[config.mk]
export PLATFORM = sky130hd
export DESIGN_NAME = aoi_gate_exerciser
export DESIGN_NICKNAME = d
export VERILOG_FILES = /design/src/rtl/aoi_gate_exerciser.sv
export SDC_FILE = /design/constraint.sdc
export NUM_CORES = 1
export LEC_CHECK = 0
export CORE_MARGIN = 10
export CORE_UTILIZATION = 35
export CTS_CLUSTER_SIZE = 28
export DETAILED_ROUTE_END_ITERATION = 7
export DONT_BUFFER_PORTS = 1
export PLACE_DENSITY = 0.55
export SETUP_SLACK_MARGIN = 0.05
export SLEW_MARGIN = 20
export SYNTH_ARGS = -nofsm -noshare
export SYNTH_HDL_FRONTEND = slang
export SYNTH_SLANG_ARGS = --single-unit
export TNS_END_PERCENT = 20
[constraint.sdc]
create_clock -name clk -period 3.5 [get_ports clk]
set_input_delay 0.7 -clock clk [delete_from_list [all_inputs] [get_ports clk]]
set_output_delay 0.7 -clock clk [all_outputs]
set_load 0.03 [all_outputs]
[src/rtl/aoi_gate_exerciser.sv]
// -----------------------------------------------------------------------------
// aoi_gate_exerciser
//
// Stimulus/response engine for a four-input AOI gate. After a start pulse it
// walks all 16 input vectors {a,b,c,d}, holds each for SETTLE_CYCLES+1 clocks,
// samples the gate outputs on the last edge of that window and compares them
// against the golden function:
//   e = a & b,  f = c & d,  g = ~(e | f)
// Results (error count, first failing vector, sticky per-output fail flags,
// pass) hold until the next start.
//
// Parameters
//   SETTLE_CYCLES  cycles a vector is held before it is sampled (0..15)
//
// Ports
//   clk, resetn        clock (rising edge), async active-low reset
//   start              single-cycle sweep request (ignored while busy)
//   dut_a..dut_d       drives to the gate inputs (= vec[3:0])
//   dut_e..dut_g       gate outputs being checked
//   busy               sweep in progress
//   done               sweep complete (level, held until restart)
//   pass               done with zero failing vectors
//   err_count          number of failing vectors, 0..16
//   first_fail_vec     {a,b,c,d} of the first failing vector
//   first_fail_valid   first_fail_vec holds a captured vector
//   fail_bits          sticky mismatch flags: [2]=e, [1]=f, [0]=g
// -----------------------------------------------------------------------------
module aoi_gate_exerciser #(
    parameter int unsigned SETTLE_CYCLES = 2
) (
    input  logic       clk,
    input  logic       resetn,
    input  logic       start,
    output logic       dut_a,
    output logic       dut_b,
    output logic       dut_c,
    output logic       dut_d,
    input  logic       dut_e,
    input  logic       dut_f,
    input  logic       dut_g,
    output logic       busy,
    output logic       done,
    output logic       pass,
    output logic [4:0] err_count,
    output logic [3:0] first_fail_vec,
    output logic       first_fail_valid,
    output logic [2:0] fail_bits
);

    // Only the low four bits of the parameter are meaningful (legal 0..15).
    localparam logic [3:0] SETTLE_LD = 4'(SETTLE_CYCLES);

    typedef enum logic [1:0] {
        IDLE   = 2'd0,
        SETTLE = 2'd1,
        DONE   = 2'd2
    } state_t;

    state_t     state;
    logic [3:0] vec;
    logic [3:0] settle_cnt;

    // Golden response is derived from the registered vector, never from the
    // pins, so a broken wire between us and the gate shows up as a mismatch.
    logic       exp_e;
    logic       exp_f;
    logic       exp_g;
    logic [2:0] miss;
    logic       vec_fails;

    always_comb begin
        exp_e     = vec[3] & vec[2];
        exp_f     = vec[1] & vec[0];
        exp_g     = ~(exp_e | exp_f);
        miss      = {dut_e ^ exp_e, dut_f ^ exp_f, dut_g ^ exp_g};
        vec_fails = |miss;
    end

    // Pins come straight off the vector flops.
    assign dut_a = vec[3];
    assign dut_b = vec[2];
    assign dut_c = vec[1];
    assign dut_d = vec[0];

    always_ff @(posedge clk or negedge resetn) begin
        if (!resetn) begin
            state            <= IDLE;
            vec              <= 4'd0;
            settle_cnt       <= 4'd0;
            busy             <= 1'b0;
            done             <= 1'b0;
            pass             <= 1'b0;
            err_count        <= 5'd0;
            first_fail_vec   <= 4'd0;
            first_fail_valid <= 1'b0;
            fail_bits        <= 3'd0;
        end else begin
            case (state)
                // IDLE and DONE accept start identically; DONE just keeps the
                // previous results visible until then.
                IDLE, DONE: begin
                    if (start) begin
                        state            <= SETTLE;
                        vec              <= 4'd0;
                        settle_cnt       <= SETTLE_LD;
                        busy             <= 1'b1;
                        done             <= 1'b0;
                        pass             <= 1'b0;
                        err_count        <= 5'd0;
                        first_fail_vec   <= 4'd0;
                        first_fail_valid <= 1'b0;
                        fail_bits        <= 3'd0;
                    end
                end

                // start is deliberately not looked at here.
                SETTLE: begin
                    if (settle_cnt != 4'd0) begin
                        settle_cnt <= settle_cnt - 4'd1;
                    end else begin
                        if (vec_fails) begin
                            err_count <= err_count + 5'd1;
                            fail_bits <= fail_bits | miss;
                            if (!first_fail_valid) begin
                                first_fail_vec   <= vec;
                                first_fail_valid <= 1'b1;
                            end
                        end

                        if (vec == 4'hF) begin
                            state <= DONE;
                            busy  <= 1'b0;
                            done  <= 1'b1;
                            // err_count has not absorbed this vector yet.
                            pass  <= (err_count == 5'd0) && !vec_fails;
                        end else begin
                            vec        <= vec + 4'd1;
                            settle_cnt <= SETTLE_LD;
                        end
                    end
                end

                default: state <= IDLE;
            endcase
        end
    end

endmodule

Word-level counts from Yosys, hierarchy flattened
Index checks and enable logic that the tools add are counted.
{"block": "classes", "n_addsub": 3, "n_eq_ne": 10, "mux": 38, "n_bitwise": 8, "n_reduce_logical": 14}
{"op": "$mux 4", "count": 9}
{"op": "$pmux 4 s2", "count": 3}
{"op": "$mux 5", "count": 3}
{"op": "$ne 2x2->1 const B", "count": 6}
{"op": "$reduce_and 4->1", "count": 3}
{"op": "$mux 1", "count": 10}
{"op": "$pmux 5 s2", "count": 1}
{"op": "$mux 3", "count": 3}
{"op": "$pmux 1 s2", "count": 4}
{"op": "$mux 2", "count": 3}
{"op": "$pmux 3 s2", "count": 1}
{"op": "$reduce_and 3->1", "count": 2}
{"op": "$add 5x1->5 const B", "count": 1}
{"op": "$logic_not 5->1", "count": 1}
{"op": "$reduce_and 5->1", "count": 1}
{"op": "$add 4x1->4 const B", "count": 1}
{"op": "$eq 4x4->1 const B", "count": 1}
{"op": "$pmux 2 s2", "count": 1}
{"op": "$reduce_bool 4->1", "count": 1}
{"op": "$sub 4x1->4 const B", "count": 1}
{"op": "$ne 3x3->1 const B", "count": 1}
{"op": "$or 3x3->3", "count": 1}
{"op": "$reduce_or 3->1", "count": 1}
{"op": "$xor 1x1->1", "count": 3}
{"op": "other kinds (10)", "count": 11}
{"block": "word_totals", "reg_bits": 26, "in_bits": 6, "out_inout_bits": 20, "word_cells": 83}

Depth between registers and ports, before layout
Gate-level depths: netlist (run 1).
{"block": "logic_depth", "ltp_word": 10, "mapped_depth": 7, "mapped_depth_nobuf": 7}

Worst setup path after synthesis (run 1)
OpenSTA, ideal clock, no wires.
{"block": "synth_path", "path_type": "register to register", "startpoint": "register vec[1]", "endpoint": "register err_count[0]", "t_arrival_ns": 1.910, "slack_ns": 1.465, "path_stages_with_launch": 7, "n_path_buf": 0, "cell_sequence": "dfrtp_1 -> ha_1 -> or3b_1 -> o32a_1 -> o21ai_4 -> nor2_2 -> mux2_2"}
{"block": "synth_via", "elab_chain_len": 7}
{"item": "start, declared", "line": "60", "source": "logic [3:0] vec;"}
{"item": "start signal, assigned", "line": "137", "source": "vec <= vec + 4'd1;"}
{"item": "$and 1x1->1 (*)", "line": "73", "source": "exp_f = vec[1] & vec[0];"}
{"item": "$or 1x1->1", "line": "74", "source": "exp_g = ~(exp_e | exp_f);"}
{"item": "$not 1->1", "line": "74"}
{"item": "$xor 1x1->1", "line": "75", "source": "miss = {dut_e ^ exp_e, dut_f ^ exp_f, dut_g ^ exp_g};"}
{"item": "$reduce_or 3->1 (*)", "line": "76", "source": "vec_fails = |miss;"}
{"item": "$ne 2x2->1 (no line) (*)"}
{"item": "$reduce_and 4->1 (no line) (*)"}
{"item": "end signal, assigned", "line": "122", "source": "err_count <= err_count + 5'd1;"}
{"item": "end, declared", "line": "44", "source": "output logic [4:0] err_count,"}
Every way passes the cells marked *; elsewhere a longest branch is shown, timed or not.
A chain may end at the register's enable or synchronous reset.

Final worst setup path (run 1)
Same ends and word-level chain as after synthesis.

==> impl_metrics.json, run 1 <==
{
  "synth_top_cell_area_share": 0.482,
  "worstSetupEndpointType": "register",
  "syn_nets": 148,
  "worstPathArrival_ns": 2.33,
  "ir_drop_mv": 0.204,
  "root_buffer": "clkbuf_8",
  "worst_pin_slew_ns": 0.726,
  "antennaDiodeCount": 0,
  "globalRouteOverflowTotal": 0,
  "cp_max_fo": 10,
  "final_common_cell": "dfrtp_1",
  "io_buffers": 0,
  "fin_crit_sh": 0.620,
  "grt_pass1_vias": 986,
  "hold_viol": 0,
  "layout-drive-gt1-share": 0.101,
  "avgSynthCellArea_um2": 9.85,
  "yosysTopAreaCell": "dfrtp_1",
  "drt-total-wl_mm": 3.03,
  "dieArea_um2": 6740,
  "syn_inst": 137,
  "final-instance-count-excl-fill": 186,
  "synthTopCellsByArea": "dfrtp_1 48%, ha_1 4.6%, nand2_1 4.2%",
  "areaGrowthSynthToFinish_pct": 7.14,
  "r2r_slack_ns": 1.33,
  "syn_area_um2": 1350,
  "grt_first_pass_wirelength_mm": 5.05,
  "dp.cells": 183,
  "status": "completed",
  "grt_max_degree": 27,
  "cp_cell_sequence": "ha_1 > or3b_1 > o32a_1 > o21ai_4 > nor2_2 > mux2_2",
  "cpLargestDelayFamily": "flip-flops",
  "grt_usage": 0.0967,
  "die_h_um": 82.1,
  "slew_headroom": 0.515,
  "rows": 22,
  "powerDensity_nw_per_um2": 850,
  "leakagePower_nw": 0.625,
  "antenna_found_initial": 0,
  "max_freq_mhz": 461,
  "fin_skew_ns": 0.00289,
  "rr_worst_depth": 6,
  "post_cts_resized": 0,
  "path_clk_slew_ns": 0.09,
  "worstPathRequired_ns": 3.66,
  "yosysUniqueCellTypes": 38,
  "seq_area_frac_synth": 0.482,
  "vias": 1022,
  "finalSetupTns_ns": 0,
  "place_hpwl_mm": 2.34,
  "clock_sinks": 26,
  "wire_per_inst_um": 16.3,
  "hold_ws_ns": 0.119,
  "nNetsFinal": 151,
  "mostFrequentLayoutCells": "26 x dfrtp_1, 15 x nand2_1, 11 x nor2_1",
  "final_antenna_net_count": 0,
  "drt-pass1-iter-count": 4,
  "critPathSlowestCell": "dfrtp_1",
  "postCtsHoldBufs": 0,
  "setup_viol": 0,
  "hp-class": "input pin to asynchronous set/reset pin",
  "post_cts_buffers": 0,
  "routed_via_density": 5.49,
  "drv_slew": 0,
  "cts_buffer_depth": 2,
  "fin_crit_ns": 2.17,
  "die-width_um": 82.1,
  "synth-seq-cells": 26,
  "p_total_mw": 1.23,
  "crit_buf_inv": 0,
  "worstSetupStartpointType": "register",
  "reg2reg_from": "vec[1]",
  "htreeDepth": 1,
  "worstSkewPairLatency_ns": 0.26,
  "routabilityCongestion": 0.722,
  "drtIter0Drc": 58,
  "max_stage_delay_ns": 0.52,
  "cap_viol_max_count": 0,
  "io_pins": 26,
  "rr_endpoint": "err_count[0]",
  "grt_setup_unrepaired": "false",
  "drc_errors": 0,
  "numCtsBuffers": 3,
  "yosys_warnings": 0,
  "critPathKind": "register to register",
  "initial_core_util": 0.366,
  "tritoncts": "done",
  "fp.coreArea_um2": 3690
}
[cell type report]
class	count	area, um2
sequential	26	651
clock buffer	3	41.3
tap	48	60.1
inverter	9	33.8
multi-input combinational	99	653
fill	363	2240
timing repair buffer	1	7.51
[per-stage QoR]
step	instance area (um2)	worst slack, ns	utilization
2_1_floorplan	1350	1.47	-
3_3_place_gp	1410	1.37	0.381
3_5_place_dp	1410	1.33	0.381
4_1_cts	1450	1.31	0.392
5_1_grt	1450	1.22	0.392
6_report	1450	1.33	0.392
[power by group]
part           internal, mW  switching (mW)
Sequential            0.404           0.280
Combinational         0.167           0.213
Clock                0.0770          0.0890
Total                 0.648           0.582
[cells in the mapped netlist, drive strengths merged]
| library cell | instances |
|---|---|
| nand3 | 10 |
| and3 | 2 |
| nor2 | 13 |
| mux2 | 1 |
| a22o | 1 |
| nor4b | 1 |
| a21oi | 6 |
| nor3 | 4 |
| nand4 | 1 |
| inv | 9 |
| clkbuf | 2 |
| xor2 | 4 |
| o21a | 1 |
| o21ai | 7 |
| dfrtp | 26 |
| or4 | 2 |
| nor3b | 1 |
| nand2b | 3 |
| buf | 1 |
| ha | 5 |
| nor2b | 2 |
| and3b | 1 |
| or3b | 3 |
| o211ai | 3 |
| o32a | 1 |
| nand2 | 15 |
| mux2i | 4 |
| a21boi | 1 |
| or2 | 2 |
| a21o | 1 |
| o2111ai | 1 |
| o31ai | 1 |
| xnor2 | 2 |
[registers in the layout, summed over array words and instances, names as in the netlist]
name	count
busy	1
fail_bits	3
done	1
err_count	5
vec	4
pass	1
settle_cnt	4
first_fail_vec	4
first_fail_valid	1
state	2
[kinds of logic (layout without fill, tap and decap cells)]
family | after synthesis | after routing | synth area share
and+or+nand+nor | 60 | 60 | 0.234
adders and majority gates | 5 | 5 | 0.0463
DFF | 26 | 26 | 0.482
AOI/OAI and AO/OA | 23 | 23 | 0.126
muxes | 5 | 5 | 0.0380
xor gates and xnor gates | 6 | 6 | 0.0389
buffers and inverters | 12 | 13 | 0.0343
[worst max path at each step]
| stage | from | depth (start not counted) | endpoint | slack (ns) |
|---|---|---|---|---|
| floorplan | vec[1] | 6 | err_count[0] | 1.47 |
| global placement | vec[1] | 6 | err_count[0] | 1.37 |
| detailed placement | vec[1] | 6 | err_count[0] | 1.33 |
| CTS | vec[1] | 6 | err_count[0] | 1.31 |
| global route | vec[1] | 6 | err_count[0] | 1.22 |
| finish | vec[1] | 6 | err_count[0] | 1.33 |
[per-layer routing]
metal  GRT usage  vias up  wire [um]
met5           0        -          0
met4      0.0476        0         59
met3      0.0324        7        227
met2       0.154       28       1450
met1       0.114      509       1290
li1            -      478          -
Note: power is estimated with default switching activity, not from simulation.
==> run 2: changes to the inputs <==
--- a/config.mk
+++ b/config.mk
@@ -10,7 +10,7 @@
 export CTS_CLUSTER_SIZE = 28
 export DETAILED_ROUTE_END_ITERATION = 7
 export DONT_BUFFER_PORTS = 1
-export PLACE_DENSITY = 0.55
+export PLACE_DENSITY = 0.57
 export SETUP_SLACK_MARGIN = 0.05
 export SLEW_MARGIN = 20
 export SYNTH_ARGS = -nofsm -noshare
==> constraint.sdc (replaced) <==
create_clock -name clk -period 1.8 [get_ports clk]
set_input_delay 0.36 -clock clk [delete_from_list [all_inputs] [get_ports clk]]
set_output_delay 0.36 -clock clk [all_outputs]
set_load 0.03 [all_outputs]
==> run 2 against run 1 <==
The flow now finishes with violations (setup timing). Non-clock buffer count grew 25. Global-route usage is 0.74 points higher. Flip-flop and latch count unchanged. Largest cell class unchanged. Routed wire length grew 9.9%.
==> impl_metrics.json, run 2 (synthesis gave the netlist of run 1 again) <==
{
  "routabilityCongestion": 0.794,
  "worstSetupEndpointType": "register",
  "powerDensity_nw_per_um2": 1680,
  "dpl_cell_area_um2": 1590,
  "dp.cells": 205,
  "final_antenna_net_count": 0,
  "finalSetupTns_ns": -0.122,
  "fin_crit_sh": 1.02,
  "multi_input_area_um2": 706,
  "areaGrowthSynthToFinish_pct": 28.7,
  "rows": 22,
  "layout-drive-gt1-share": 0.293,
  "die_h_um": 82.1,
  "drt-pass1-iter-count": 4,
  "antenna_found_initial": 0,
  "drtIter0Drc": 37,
  "io_buffers": 0,
  "setup_viol": 9,
  "drc_errors": 0,
  "slew_headroom": 0.691,
  "hold_ws_ns": 0.195,
  "grt_pass1_vias": 1091,
  "critPathKind": "register to register",
  "final-instance-count-excl-fill": 212,
  "status": "finished, violations left",
  "routed_via_density": 5.08,
  "worstPathRequired_ns": 1.95,
  "nNetsFinal": 176,
  "ir_drop_mv": 0.749,
  "worstSkewPairLatency_ns": 0.27,
  "cts_buffer_depth": 2,
  "cp_max_fo": 5,
  "path_clk_slew_ns": 0.09,
  "rr_endpoint": "err_count[3]",
  "place_hpwl_mm": 2.46,
  "grt_usage": 0.104,
  "grt_setup_unrepaired": "true",
  "vias": 1077,
  "tritoncts": "done",
  "fp.coreArea_um2": 3690,
  "r2r_slack_ns": -0.03,
  "mostFrequentLayoutCells": "24 x dfrtp_1, 23 x buf_4, 15 x nand2_1",
  "worstSetupStartpointType": "register",
  "holdPathStages": 1,
  "root_buffer": "clkbuf_8",
  "setup_slack_ns": -0.0304,
  "globalRouteOverflowTotal": 0,
  "min_to": "state[1]",
  "grt_max_degree": 27,
  "leakagePower_nw": 0.775,
  "rr_worst_depth": 7,
  "numCtsBuffers": 3,
  "drv_slew": 0,
  "violations": "setup timing",
  "io_pins": 26,
  "dieArea_um2": 6740,
  "hold_viol": 0,
  "worstPathArrival_ns": 1.98,
  "antennaDiodeCount": 0,
  "cap_viol_max_count": 0,
  "hp-start": "start",
  "clock_sinks": 26,
  "die-width_um": 82.1,
  "drt-total-wl_mm": 3.33,
  "final_area_um2": 1740,
  "wire_per_inst_um": 15.7,
  "max_freq_mhz": 546,
  "seqCellArea_um2": 653,
  "final_common_cell": "dfrtp_1",
  "top_register": "err_count",
  "final.fill_count": 357,
  "fin_crit_ns": 1.83,
  "fin_skew_ns": 0.00625,
  "grt_first_pass_wirelength_mm": 5.38,
  "hp-class": "input pin to register",
  "htreeDepth": 1,
  "p_total_mw": 2.92,
  "reg2reg_from": "vec[0]",
  "worst_pin_slew_ns": 0.463,
  "largest_reg_flops": 5,
  "initial_core_util": 0.366
}
run 2: changes by cell type in the layout (fill, tap and decap cells not counted), sizes merged:
cell / change
buf: +24
bufinv: +1
dlygate4sd3: +1
run 2: through the flow:
| stage | utilization | setup slack (ns) |
|---|---|---|
| 4_1_cts | 0.464 | -0.0362 |
| 2_1_floorplan | - | -0.110 |
| 6_report | 0.471 | -0.0304 |
| 5_1_grt | 0.471 | -0.114 |
| 3_5_place_dp | 0.430 | -0.0437 |
| 3_3_place_gp | 0.430 | -0.0122 |
run 2: power by group:
group	switching, mW	internal, mW	total (mW)
clock	0.188	0.298	0.486
combinational	0.685	0.575	1.26
sequential	0.386	0.793	1.18
total	1.26	1.67	2.92
run 2: metal layers:
| metal | routed length, um | part of all wire | global-route usage |
|---|---|---|---|
| met5 | 0 | 0 | 0 |
| met4 | 38 | 0.011 | 0.0357 |
| met3 | 319 | 0.096 | 0.0518 |
| met2 | 1630 | 0.49 | 0.173 |
| met1 | 1340 | 0.40 | 0.113 |
run 2: worst max path at each step:
stage | start | to | slack, ns | depth (start not counted)
CTS | vec[0] | err_count[0] | -0.04 | 6
global route | vec[0] | err_count[3] | -0.11 | 7
floorplan | vec[0] | err_count[0] | -0.11 | 6
finish | vec[0] | err_count[3] | -0.03 | 7
detailed placement | settle_cnt[0] | vec[3] | -0.04 | 7
global placement | vec[0] | err_count[2] | -0.01 | 7
run 2: cell type report:
class                           count  area share
Multi-Input combinational cell     99       0.406
Sequential cell                    26       0.376
Timing Repair Buffer               26       0.123
Tap cell                           48      0.0346
Clock buffer                        3      0.0238
Inverter                            9      0.0194
Clock inverter                      1      0.0173
run 2: critical path: stages, from the launching register on:
cell and delay (ns):
dfrtp_2 0.43, ha_4 0.16, or3b_1 0.33, o32a_1 0.19, o21ai_4 0.24, buf_4 0.17
or3b_4 0.11, nand3_2 0.06
run 2: what timing repair did:
action,4_1_cts,5_1_grt
endpoints found under the hold margin,26,0
setup buffers,1,0
resized for setup,4,6
pin swaps,5,1
hold buffers,2,0
endpoints found under the setup margin,12,18
==> run 3: changes to the inputs <==
--- a/config.mk
+++ b/config.mk
@@ -6,11 +6,11 @@
 export NUM_CORES = 1
 export LEC_CHECK = 0
 export CORE_MARGIN = 10
-export CORE_UTILIZATION = 35
+export CORE_UTILIZATION = 55
 export CTS_CLUSTER_SIZE = 28
 export DETAILED_ROUTE_END_ITERATION = 7
 export DONT_BUFFER_PORTS = 1
-export PLACE_DENSITY = 0.57
+export PLACE_DENSITY = 0.79
 export SETUP_SLACK_MARGIN = 0.05
 export SLEW_MARGIN = 20
 export SYNTH_ARGS = -nofsm -noshare
==> run 3 against run 2 <==
The flow still finishes with violations (setup timing). Total power fell by 6.1%. Clock power fell by 39%. Global-route usage rose by 2.9 points. Routed wire length fell by 3.3%. Largest power group unchanged. Sequential power barely moved. Combinational power barely moved. Via count rose by 3.8%. Critical path depth did not move. Die area fell by 28%. Critical endpoint is now err_count[0]. Cell count fell by 9.4%.
==> impl_metrics.json, run 3 (synthesis gave the netlist of run 1 again) <==
{
  "globalRouteOverflowTotal": 0,
  "hold_ws_ns": 0.137,
  "worstSetupStartpointType": "register",
  "r2r_slack_ns": -0.05,
  "mostFrequentLayoutCells": "24 x dfrtp_1, 22 x buf_4, 14 x nand2_1",
  "hp-class": "input pin to register",
  "cp_cell_sequence": "ha_4 > or3b_1 > o32a_1 > o21ai_4 > buf_12 > nor2_4 > mux2_2",
  "final_antenna_net_count": 0,
  "holdPathStages": 1,
  "cp_max_fo": 8,
  "drt-pass1-iter-count": 4,
  "io_buffers": 0,
  "hold_viol": 0,
  "root_buffer": "clkbuf_4",
  "htreeDepth": 1,
  "status": "finished, violations left",
  "cap_viol_max_count": 0,
  "fp.coreArea_um2": 2280,
  "fin_skew_ns": 0.00306,
  "setup_slack_ns": -0.0452,
  "p_total_mw": 2.75,
  "routed_via_density": 5.82,
  "rows": 17,
  "dp_slack_ns": -0.0726,
  "antenna_found_initial": 0,
  "rr_endpoint": "err_count[0]",
  "worstPathArrival_ns": 2.07,
  "areaGrowthSynthToFinish_pct": 25.5,
  "path_clk_slew_ns": 0.14,
  "ir_drop_mv": 1.15,
  "numCtsBuffers": 3,
  "drv_slew": 0,
  "fin_crit_sh": 1.03,
  "worstPathRequired_ns": 2.02,
  "worstSkewPairLatency_ns": 0.32,
  "layout-drive-gt1-share": 0.305,
  "die_h_um": 69.5,
  "final_common_cell": "dfrtp_1",
  "drc_errors": 0,
  "worstSetupEndpointType": "register",
  "antennaDiodeCount": 0,
  "critPathSlowestCell": "dfrtp_2",
  "rr_worst_depth": 7,
  "wire_per_inst_um": 16.8,
  "violations": "setup timing",
  "setup_viol": 5,
  "place_hpwl_mm": 2.40,
  "max_freq_mhz": 542,
  "final.fill_count": 163,
  "largest_reg_flops": 5,
  "clock_sinks": 26,
  "grt_first_pass_wirelength_mm": 5.52,
  "min_to": "state[1]",
  "cts_buffer_depth": 2,
  "grt_usage": 0.133,
  "hp-start": "start",
  "grt_pass1_vias": 1134,
  "routabilityCongestion": 0.833,
  "reg2reg_from": "vec[1]",
  "worst_pin_slew_ns": 0.452,
  "drtIter0Drc": 59,
  "top_register": "err_count",
  "grt_setup_unrepaired": "true",
  "max_stage_delay_ns": 0.45,
  "powerDensity_nw_per_um2": 1620,
  "vias": 1118,
  "leakagePower_nw": 0.761,
  "die-width_um": 69.5,
  "slew_headroom": 0.694,
  "dieArea_um2": 4840,
  "critPathKind": "register to register",
  "fin_crit_ns": 1.85,
  "initial_core_util": 0.593,
  "drt-total-wl_mm": 3.22,
  "tritoncts": "done",
  "io_pins": 26,
  "nNetsFinal": 176,
  "grt_max_degree": 27
}
==> run 3: critical path: cells and delay by family (launching register included) <==
kind | cells | cell delay, ns
buffers and inverters | 1 | 0.14
DFF | 1 | 0.45
and+or+nand+nor | 2 | 0.38
adders and majority gates | 1 | 0.16
muxes | 1 | 0.25
AOI/OAI and AO/OA | 2 | 0.36
==> run 3: metrics by stage <==
stage          instance area [um2]   util  instances  TNS [ns]
2_1_floorplan                 1370      -        137    -0.350
3_3_place_gp                  1550  0.682        184   -0.0376
3_5_place_dp                  1550  0.682        184    -0.298
4_1_cts                       1690  0.741        192    -0.122
5_1_grt                       1690  0.744        192    -0.574
6_report                      1690  0.744        192    -0.109
==> run 3: cell type report <==
| class | instances | area [um2] | share of cell area |
|---|---|---|---|
| Sequential cell | 26 | 653 | 0.386 |
| Multi-Input combinational cell | 99 | 709 | 0.419 |
| Inverter | 9 | 33.8 | 0.0199 |
| Tap cell | 28 | 35.0 | 0.0207 |
| Clock buffer | 4 | 36.3 | 0.0214 |
| Timing Repair Buffer | 26 | 226 | 0.134 |
==> run 3: metal layers <==
metal,GRT usage,part of all wire,vias to the layer above
li1,-,-,530
met5,0,0,-
met3,0.0399,0.089,4
met4,0.0421,0.0084,0
met1,0.153,0.40,555
met2,0.228,0.50,29
==> run 3: worst max-delay path by stage <==
stage           start      endpoint  slack (ns)  depth (start not counted)
2_1_floorplan  vec[0]  err_count[0]       -0.11                          6
3_3_place_gp   vec[0]  err_count[0]       -0.03                          6
3_5_place_dp   vec[0]  err_count[4]       -0.07                          7
4_1_cts        vec[1]  err_count[0]       -0.05                          7
5_1_grt        vec[1]  err_count[0]       -0.10                          7
6_report       vec[1]  err_count[0]       -0.05                          7
==> run 3: power breakdown <==
group          leakage, nW  internal [mW]  total, mW  switching [mW]
clock               0.0210          0.124      0.295           0.171
combinational        0.433          0.577       1.28           0.706
sequential           0.307          0.792       1.17           0.377
==> run 3: what timing repair did <==
item                                    in CTS  in global routing
buffers inserted                             2                  0
endpoints found under the setup margin      16                 16
hold buffers                                 2                  0
endpoints found under the hold margin       26                  0
pin swaps                                   11                  3
gates resized for setup                     10                  2
